**src/rtl/time_entry_if.sv**
```systemverilog
// rtl/time_entry_if.sv - keypad/timer-load bus for the microwave time entry block
// Purpose: bundles keypad-side inputs and timer-load outputs of time_entry.
// Signals:
//   key_valid, key_code[3:0]  keypad stroke strobe and value
//   start, cancel, busy       commit request, abort, timer-running flag
//   min_data, sec_tens_data,
//   sec_ones_data [3:0]       M:SS digits presented to the timer load port
//   loadn                     active-low single-cycle load strobe
//   digit_cnt[1:0], err       entry progress and invalid-entry indicator
// Modports: master = keypad/timer side, slave = time_entry.
interface time_entry_if;
    logic       key_valid;
    logic [3:0] key_code;
    logic       start;
    logic       cancel;
    logic       busy;
    logic [3:0] min_data;
    logic [3:0] sec_tens_data;
    logic [3:0] sec_ones_data;
    logic       loadn;
    logic [1:0] digit_cnt;
    logic       err;

    modport master (
        output key_valid, key_code, start, cancel, busy,
        input  min_data, sec_tens_data, sec_ones_data, loadn, digit_cnt, err
    );

    modport slave (
        input  key_valid, key_code, start, cancel, busy,
        output min_data, sec_tens_data, sec_ones_data, loadn, digit_cnt, err
    );
endinterface

```
**src/rtl/time_entry.sv**
```systemverilog
// rtl/time_entry.sv - keypad M:SS collector and timer load strobe generator
// Purpose: shifts decimal keys into a three-digit M:SS buffer, validates it on
//   start and issues a one-cycle active-low load strobe with stable digits.
// Ports:
//   clk    in  system clock, rising edge
//   clrn   in  asynchronous active-low reset
//   bus    time_entry_if.slave (keypad inputs, timer load outputs; all
//          outputs registered)
module time_entry #(
    parameter int MAX_SEC_TENS = 5,
    parameter int ERR_CYCLES   = 4
) (
    input  logic         clk,
    input  logic         clrn,
    time_entry_if.slave  bus
);

    typedef enum logic [1:0] {
        S_IDLE,
        S_ENTRY,
        S_LOAD,
        S_ERR
    } state_t;

    localparam logic [3:0] MAX_TENS = 4'(MAX_SEC_TENS);
    // The entry edge already counts as the first err cycle.
    localparam logic [3:0] ERR_LAST = 4'(ERR_CYCLES - 1);

    state_t     state_q, state_d;
    logic [3:0] min_q, min_d;
    logic [3:0] tens_q, tens_d;
    logic [3:0] ones_q, ones_d;
    logic [1:0] cnt_q, cnt_d;
    logic       loadn_q, loadn_d;
    logic       err_q, err_d;
    logic [3:0] ecnt_q, ecnt_d;

    logic valid_digit;
    logic buf_zero;

    assign valid_digit = bus.key_valid & (bus.key_code <= 4'd9) & ~bus.busy;
    assign buf_zero    = (min_q == 4'd0) && (tens_q == 4'd0) && (ones_q == 4'd0);

    always_ff @(posedge clk or negedge clrn) begin
        if (!clrn) begin
            state_q <= S_IDLE;
            min_q   <= 4'd0;
            tens_q  <= 4'd0;
            ones_q  <= 4'd0;
            cnt_q   <= 2'd0;
            loadn_q <= 1'b1;
            err_q   <= 1'b0;
            ecnt_q  <= 4'd0;
        end else begin
            state_q <= state_d;
            min_q   <= min_d;
            tens_q  <= tens_d;
            ones_q  <= ones_d;
            cnt_q   <= cnt_d;
            loadn_q <= loadn_d;
            err_q   <= err_d;
            ecnt_q  <= ecnt_d;
        end
    end

    always_comb begin
        state_d = state_q;
        min_d   = min_q;
        tens_d  = tens_q;
        ones_d  = ones_q;
        cnt_d   = cnt_q;
        loadn_d = 1'b1;
        err_d   = 1'b0;
        ecnt_d  = ecnt_q;

        case (state_q)
            S_IDLE: begin
                if (valid_digit) begin
                    min_d   = tens_q;
                    tens_d  = ones_q;
                    ones_d  = bus.key_code;
                    cnt_d   = (cnt_q == 2'd3) ? 2'd3 : cnt_q + 2'd1;
                    state_d = S_ENTRY;
                end
            end

            S_ENTRY: begin
                if (bus.cancel) begin
                    min_d   = 4'd0;
                    tens_d  = 4'd0;
                    ones_d  = 4'd0;
                    cnt_d   = 2'd0;
                    state_d = S_IDLE;
                end else if (bus.start && !bus.busy) begin
                    // A key arriving together with start is dropped here.
                    if (tens_q > MAX_TENS) begin
                        err_d   = 1'b1;
                        ecnt_d  = ERR_LAST;
                        state_d = S_ERR;
                    end else if (buf_zero) begin
                        cnt_d   = 2'd0;
                        state_d = S_IDLE;
                    end else begin
                        loadn_d = 1'b0;
                        state_d = S_LOAD;
                    end
                end else if (valid_digit) begin
                    // Fourth and later digits push the oldest minute value out.
                    min_d  = tens_q;
                    tens_d = ones_q;
                    ones_d = bus.key_code;
                    cnt_d  = (cnt_q == 2'd3) ? 2'd3 : cnt_q + 2'd1;
                end
            end

            S_LOAD: begin
                // Digits stayed stable through the capture edge; clear now.
                min_d   = 4'd0;
                tens_d  = 4'd0;
                ones_d  = 4'd0;
                cnt_d   = 2'd0;
                state_d = S_IDLE;
            end

            S_ERR: begin
                if (bus.cancel || (ecnt_q == 4'd0)) begin
                    min_d   = 4'd0;
                    tens_d  = 4'd0;
                    ones_d  = 4'd0;
                    cnt_d   = 2'd0;
                    ecnt_d  = 4'd0;
                    state_d = S_IDLE;
                end else begin
                    err_d  = 1'b1;
                    ecnt_d = ecnt_q - 4'd1;
                end
            end

            default: begin
                state_d = S_IDLE;
            end
        endcase
    end

    assign bus.min_data      = min_q;
    assign bus.sec_tens_data = tens_q;
    assign bus.sec_ones_data = ones_q;
    assign bus.loadn         = loadn_q;
    assign bus.digit_cnt     = cnt_q;
    assign bus.err           = err_q;

endmodule

```
**src/flat_wrapper.sv**
```systemverilog
// flat-port wrapper written by rule: the top's interface ports become plain ports
module time_entry_flat 
#(
    parameter int MAX_SEC_TENS = 5,
    parameter int ERR_CYCLES   = 4
)
  (clk, clrn, bus_key_valid, bus_key_code, bus_start, bus_cancel, bus_busy, bus_min_data, bus_sec_tens_data, bus_sec_ones_data, bus_loadn, bus_digit_cnt, bus_err);
  time_entry_if bus_i ();
  input  logic clk;
  input  logic clrn;
  input wire logic [$bits(bus_i.key_valid)-1:0] bus_key_valid;
  input wire logic [$bits(bus_i.key_code)-1:0] bus_key_code;
  input wire logic [$bits(bus_i.start)-1:0] bus_start;
  input wire logic [$bits(bus_i.cancel)-1:0] bus_cancel;
  input wire logic [$bits(bus_i.busy)-1:0] bus_busy;
  output wire logic [$bits(bus_i.min_data)-1:0] bus_min_data;
  output wire logic [$bits(bus_i.sec_tens_data)-1:0] bus_sec_tens_data;
  output wire logic [$bits(bus_i.sec_ones_data)-1:0] bus_sec_ones_data;
  output wire logic [$bits(bus_i.loadn)-1:0] bus_loadn;
  output wire logic [$bits(bus_i.digit_cnt)-1:0] bus_digit_cnt;
  output wire logic [$bits(bus_i.err)-1:0] bus_err;
  assign bus_i.key_valid = bus_key_valid;
  assign bus_i.key_code = bus_key_code;
  assign bus_i.start = bus_start;
  assign bus_i.cancel = bus_cancel;
  assign bus_i.busy = bus_busy;
  assign bus_min_data = bus_i.min_data;
  assign bus_sec_tens_data = bus_i.sec_tens_data;
  assign bus_sec_ones_data = bus_i.sec_ones_data;
  assign bus_loadn = bus_i.loadn;
  assign bus_digit_cnt = bus_i.digit_cnt;
  assign bus_err = bus_i.err;
  time_entry #(.MAX_SEC_TENS(MAX_SEC_TENS), .ERR_CYCLES(ERR_CYCLES)) u_core (.clk(clk), .clrn(clrn), .bus(bus_i));
endmodule
```
**config.mk**
```make
export PLATFORM = sky130hd
export DESIGN_NAME = time_entry_flat
export DESIGN_NICKNAME = d
export VERILOG_FILES = /design/src/rtl/time_entry_if.sv /design/src/rtl/time_entry.sv /design/src/flat_wrapper.sv
export SDC_FILE = /design/constraint.sdc
export NUM_CORES = 1
export LEC_CHECK = 0
export CORE_ASPECT_RATIO = 0.6
export CORE_MARGIN = 3
export CORE_UTILIZATION = 49
export DETAILED_ROUTE_END_ITERATION = 10
export PLACE_DENSITY = 0.84
export SYNTH_ARGS = -nofsm -noshare
export SYNTH_HDL_FRONTEND = slang
export SYNTH_SLANG_ARGS = --single-unit
```
**constraint.sdc**
```tcl
create_clock -name clk -period 2.08 [get_ports clk]
set_clock_uncertainty 0.05 [all_clocks]
set_input_delay 0.208 -clock clk [delete_from_list [all_inputs] [get_ports clk]]
set_output_delay 0.208 -clock clk [all_outputs]
set_load 0.005 [all_outputs]
```
**After elaboration in Yosys (flattened, before gate mapping)**

Cells that the tools add are included.

- Add/sub/neg operators: 2
- Order comparisons: 2
- Eq/ne operators: 13
- Mux-type cells: 42
- Bitwise operators: 3
- Reduce and logical (&&, ||, !) cells: 15

Operator list:

| operator | count |
|---|---|
| 4-bit two-way mux | 14 |
| 4-bit one-hot mux with 4 select lines | 3 |
| 2-bit two-way mux | 12 |
| 4-bit zero test | 4 |
| 2-bit one-hot mux with 4 select lines | 2 |
| 1-bit two-way mux | 9 |
| 2-bit by 1-bit != test with 1-bit output (second input constant) | 4 |
| 4-bit one-hot mux with 2 select lines | 1 |
| 2-bit == test (second input constant) | 3 |
| 3-bit AND reduction | 2 |
| 4-bit by 3-bit > comparator with 1-bit output (second input constant) | 1 |
| 4-bit less-or-equal comparator (second input constant) | 1 |
| 4-bit by 3-bit != test with 1-bit output (second input constant) | 1 |
| 4-bit != test (second input constant) | 1 |
| 4-bit AND reduction | 1 |
| 4-bit by 1-bit subtractor with 4-bit output (second input constant) | 1 |
| 1-bit logical AND | 3 |
| 3-bit by 2-bit != test with 1-bit output (second input constant) | 1 |
| 3-bit != test (second input constant) | 1 |
| 2-bit by 1-bit adder with 2-bit output (second input constant) | 1 |
| 1-bit bitwise AND | 2 |
| 2-bit by 1-bit == test with 1-bit output (second input constant) | 1 |
| 2-bit zero test | 1 |
| 2-bit != test (second input constant) | 1 |
| other kinds (6) | 6 |

- Flip-flop bits (word level): 22
- Input port bits: 10
- Output and inout bits: 16

**Logic depth before layout (Yosys ltp)**

- Depth after elaboration: 8
- Depth in mapped cells: 7
- Mapped depth without buffers: 6

**Least setup slack after synthesis**

OpenSTA, ideal clock, no wires.

- Kind: reg2reg
- Start: reg u_core.ecnt_q[0]
- End: reg u_core.min_q[0] (netlist: u_core.bus.min_data[0])
- Library setup time: 79 ps
- Data arrival time: 1610 ps
- Required time: 1951 ps
- Path slack: 340 ps
- Cell stages (with the launch flop): 8
- Buffers on the path: 1
- Cells stage by stage: dfrtp_1 inv_1 ha_1 nor3b_4 nor3_4 nor3_4 buf_6 mux2i_1

- Cells in the longest elaborated chain, start to end: 4

RTL lines:

| what | RTL line | text |
|---|---|---|
| start, declared | time_entry.sv:36 | `logic [3:0] ecnt_q, ecnt_d;` |
| start signal, assigned | time_entry.sv:62 | `ecnt_q <= ecnt_d;` |
| 4-bit zero test | time_entry.sv:126 | `if (bus.cancel \|\| (ecnt_q == 4'd0)) begin` |
| 1-bit logical OR | time_entry.sv:126 |  |
| 2-bit by 1-bit != test with 1-bit output (no source line) | -- |  |
| 2-bit AND reduction (no source line) | -- |  |
| end signal, assigned | time_entry.sv:56 | `min_q <= min_d;` |
| end, declared | time_entry.sv:30 | `logic [3:0] min_q, min_d;` |

No other way between the ends.
A chain may end at the register's enable or synchronous reset.

**Final worst setup path**

- Start: reg u_core.ecnt_q[0]
- End: reg u_core.ecnt_q[2]

- Cells in the longest elaborated chain, start to end: 4
- Elaborated cells on any way between the ends: 5

RTL lines:

| what | RTL line | text |
|---|---|---|
| parallel branches: the longest is 2 deep, another holds 4-bit by 1-bit subtractor with 4-bit output | -- |  |
| 4-bit two-way mux (*) | time_entry.sv:126 |  |
| 4-bit one-hot mux with 2 select lines (*) | time_entry.sv:76 | `case (state_q)` |

Every way passes the cells marked *.

==> summary.txt <==
Outcome
  • Status: complete, no violations

Clocking
  • Post-CTS Hold Buffers: 0
  • Clk_lat worst skew: 260 ps
  • CTS H-tree depth: 1
  • Sinks on Clock Net: 22
  • TritonCTS clock tree: done
  • CTS root buf: clkbuf_8
  • Clk slew on worst S/H paths: 80 ps
  • Clock buffer depth: 2
  • CTS Buf Count: 3

Final layout
  • Layout cells sized above 1: 0.146
  • Antenna cells: 0
  • Most frequent cells in the layout: clkdlybuf4s50_1 (25), dfrtp_1 (21), nand2_1 (18)
  • Fin area: 1530 um2
  • Area delta synth->final: 33.8%
  • Fill cells: 137
  • Footprint of the multi-input gates: roughly 540 um2
  • Final Net Count: 150
  • Register area: between 500 and 600 um2
  • Most common cell after layout, fill and taps aside: clkdlybuf4s50_1

Global route
  • Total GRT Usage: 0.210
  • Vias in the first global route: 907
  • Global-route wire length before repair: 4570 um
  • Pin count of the biggest net entering global routing: 23
  • Initial antenna violation count: 0
  • Total gr overflow: 0

Critical path
  • Crit Path Max Fanout: 5
  • R2r setup slk: 180 ps
  • Reg2reg end: u_core.ecnt_q[2]
  • Worst Setup End Kind: register
  • FF-to-FF path depth: 7
  • Crit-path slowest cell: dfrtp_1
  • Cell Chain, Critical Path: inv_1 > ha_1 > nor3b_4 > buf_4 > or3_1 > o21ai_1 > a22o_1
  • R2r startpoint: u_core.ecnt_q[0]
  • Crit start category: register
  • CP arrival: 2060 ps
  • Crit path largest cell delay: 430 ps
  • Crit Path Class: reg2reg
  • WP data required: 2240 ps

Floorplanning
  • IO Pins: 26
  • Placement row count: 12
  • Die X: 68.4 um
  • Starting density of the core: 0.565
  • Area of the die: 2970 um2
  • Core region area: 2030 um2
  • Die Height: 43.4 um

Power
  • Pwr/cell area: 961 nW/um2
  • Cell leakage power: 0.649 nW
  • Comb pwr share: 0.317
  • Clock share of power: 0.270
  • Switching pwr: 0.435 mW
  • Cell-internal power: 1.04 mW
  • Total design power: around 1.5 mW
  • Sw frac: 0.296
  • Reg power frac: 0.413
  • Peak VDD IR: around 580 uV

Route
  • Initial DRC count: 64
  • Antenna-violating nets left: 0
  • DR vias/cell: roughly 5.7
  • DRC Markers: 0
  • Pre-Repair DR Iteration Count: 4
  • Routed wire length: 2700 um
  • Via count of the routed design: roughly 940
  • Wirelength per Cell: 16.4 um

Logic synthesis
  • Ranking of synthesized cells by area: dfrtp_1 (46%), mux2i_1 (10%), nand2_1 (5.9%)
  • Synth Register Bits: 22
  • Synth top area share: 0.459
  • Sequential area share after synthesis: 0.482
  • Main synth FF type: dfrtp_1
  • EDFF count, synth: 0
  • Synthesized Nets: between 100 and 150
  • Post-Syn Instances: 105
  • Syn Area/Cell: 10.9 um2
  • Synth async-reset ratio: 1.00
  • Synth warn: 0
  • Post-Syn Area: between 1000 and 1500 um2
  • Cell taking the most area after synthesis: dfrtp_1
  • Synth cell types: 31

STA
  • Final-report max-slew violation count: 0
  • Fin crit period: 1900 ps
  • Final worst path period share: 0.913
  • Unrepaired setup endpoints after global routing: false
  • Final setup fails: 0
  • Endpoints failing hold: 0
  • Worst-Margin Slew: 511 ps
  • Slew HR: 0.655
  • F_max: 526 MHz

Job
  • Max-cap violations: 0

Placement
  • Final GP Congestion: slightly above 0.8
  • Placed cell area: ~1400 um2
  • Detail Placement HPWL: 2010 um
  • Input/output buffers: 25

Hold path
  • Worst hold path class: in2async
sequential cells by signal (all words and copies together) (netlist names):
signal / flops
u_core.bus.digit_cnt: 2
u_core.bus.err: 1
u_core.bus.loadn: 1
u_core.bus.min_data: 4
u_core.bus.sec_ones_data: 4
u_core.bus.sec_tens_data: 4
u_core.ecnt_q: 4
u_core.state_q: 2
how the worst max path moves through the flow:
stage                     startpoint                           to  slack (ps)  depth (start not counted)
global route        u_core.ecnt_q[0]             u_core.ecnt_q[3]          90                          7
CTS                 u_core.ecnt_q[0]  u_core.bus.sec_ones_data[0]          10                          6
global placement          bus_cancel       u_core.bus.min_data[0]          50                          4
detailed placement        bus_cancel  u_core.bus.sec_ones_data[0]         -90                          4
finish              u_core.ecnt_q[0]             u_core.ecnt_q[2]         180                          7
floorplan           u_core.ecnt_q[0]       u_core.bus.min_data[0]         340                          7
cell usage after synthesis, types with 2 or more instances:
library cell  instances
a22o_1                2
nand3_1               3
o21ai_1               5
nand2_1              18
dfrtp_1              21
nor4_1                4
mux2i_1              12
inv_1                 5
nor2b_1               3
a21oi_1               2
o22a_1                2
nor3_4                2
a2bb2oi_1             2
nor3_1                3
buf_6                 2
a211oi_1              3
ha_1                  2
layer usage:
layer	GRT usage	vias to the layer above	routed length, um
met3	0.0648	4	166
met5	0	-	0
met2	0.317	31	1240
met1	0.307	458	1290
met4	0.0237	0	10
li1	-	448	-
logic make-up (layout without fill, tap and decap cells):
logic type / Yosys count / count (layout) / share of synthesized area
simple gates: 38 / 38 / 0.203
buf+inv: 9 / 41 / 0.0437
compound gates: 21 / 21 / 0.134
flops: 22 / 22 / 0.482
fa+ha+maj: 2 / 2 / 0.0219
mux: 13 / 13 / 0.115
worst max-delay path, delay by kind of cell (launching register included):
family / cells / cell delay, ps
adders and majority gates: 1 / 210
AOI/OAI and AO/OA: 2 / 320
and+or+nand+nor: 2 / 590
buffers and inverters: 2 / 250
DFF: 1 / 430
final cells by class:
type,count,share of cell area
Sequential cell,22,0.360
Timing Repair Buffer,31,0.201
Clock inverter,1,0.0196
Tap cell,28,0.0229
Inverter,6,0.0147
Multi-Input combinational cell,74,0.355
Clock buffer,3,0.0270
power by group through the flow:
stage               combinational, mW  sequential [mW]  clock [mW]
CTS                             0.464            0.605       0.401
detailed placement              0.459            0.612           0
floorplan                       0.237            0.599           0
finish                          0.466            0.608       0.397
global route                    0.512            0.624       0.425
global placement                0.444            0.608           0
what timing repair did:
action | CTS | global route
pin swaps | 1 | 1
setup buffers | 0 | 1
endpoints found under the setup margin | 4 | 12
resized for setup | 0 | 0
cloned | 0 | 0
per-stage QoR:
step           setup WS (ps)  std cells  hold slack, ps   util  TNS [ps]
6_report                 180        165             246  0.756         0
5_1_grt                 87.5        165             269  0.756         0
4_1_cts                 13.4        164             252  0.746         0
3_5_place_dp           -87.7        160             498  0.710      -274
3_3_place_gp            52.6        160             482  0.710         0
2_1_floorplan            340        105            -138      -         0
No activity file was read; power rests on OpenSTA's default activity.
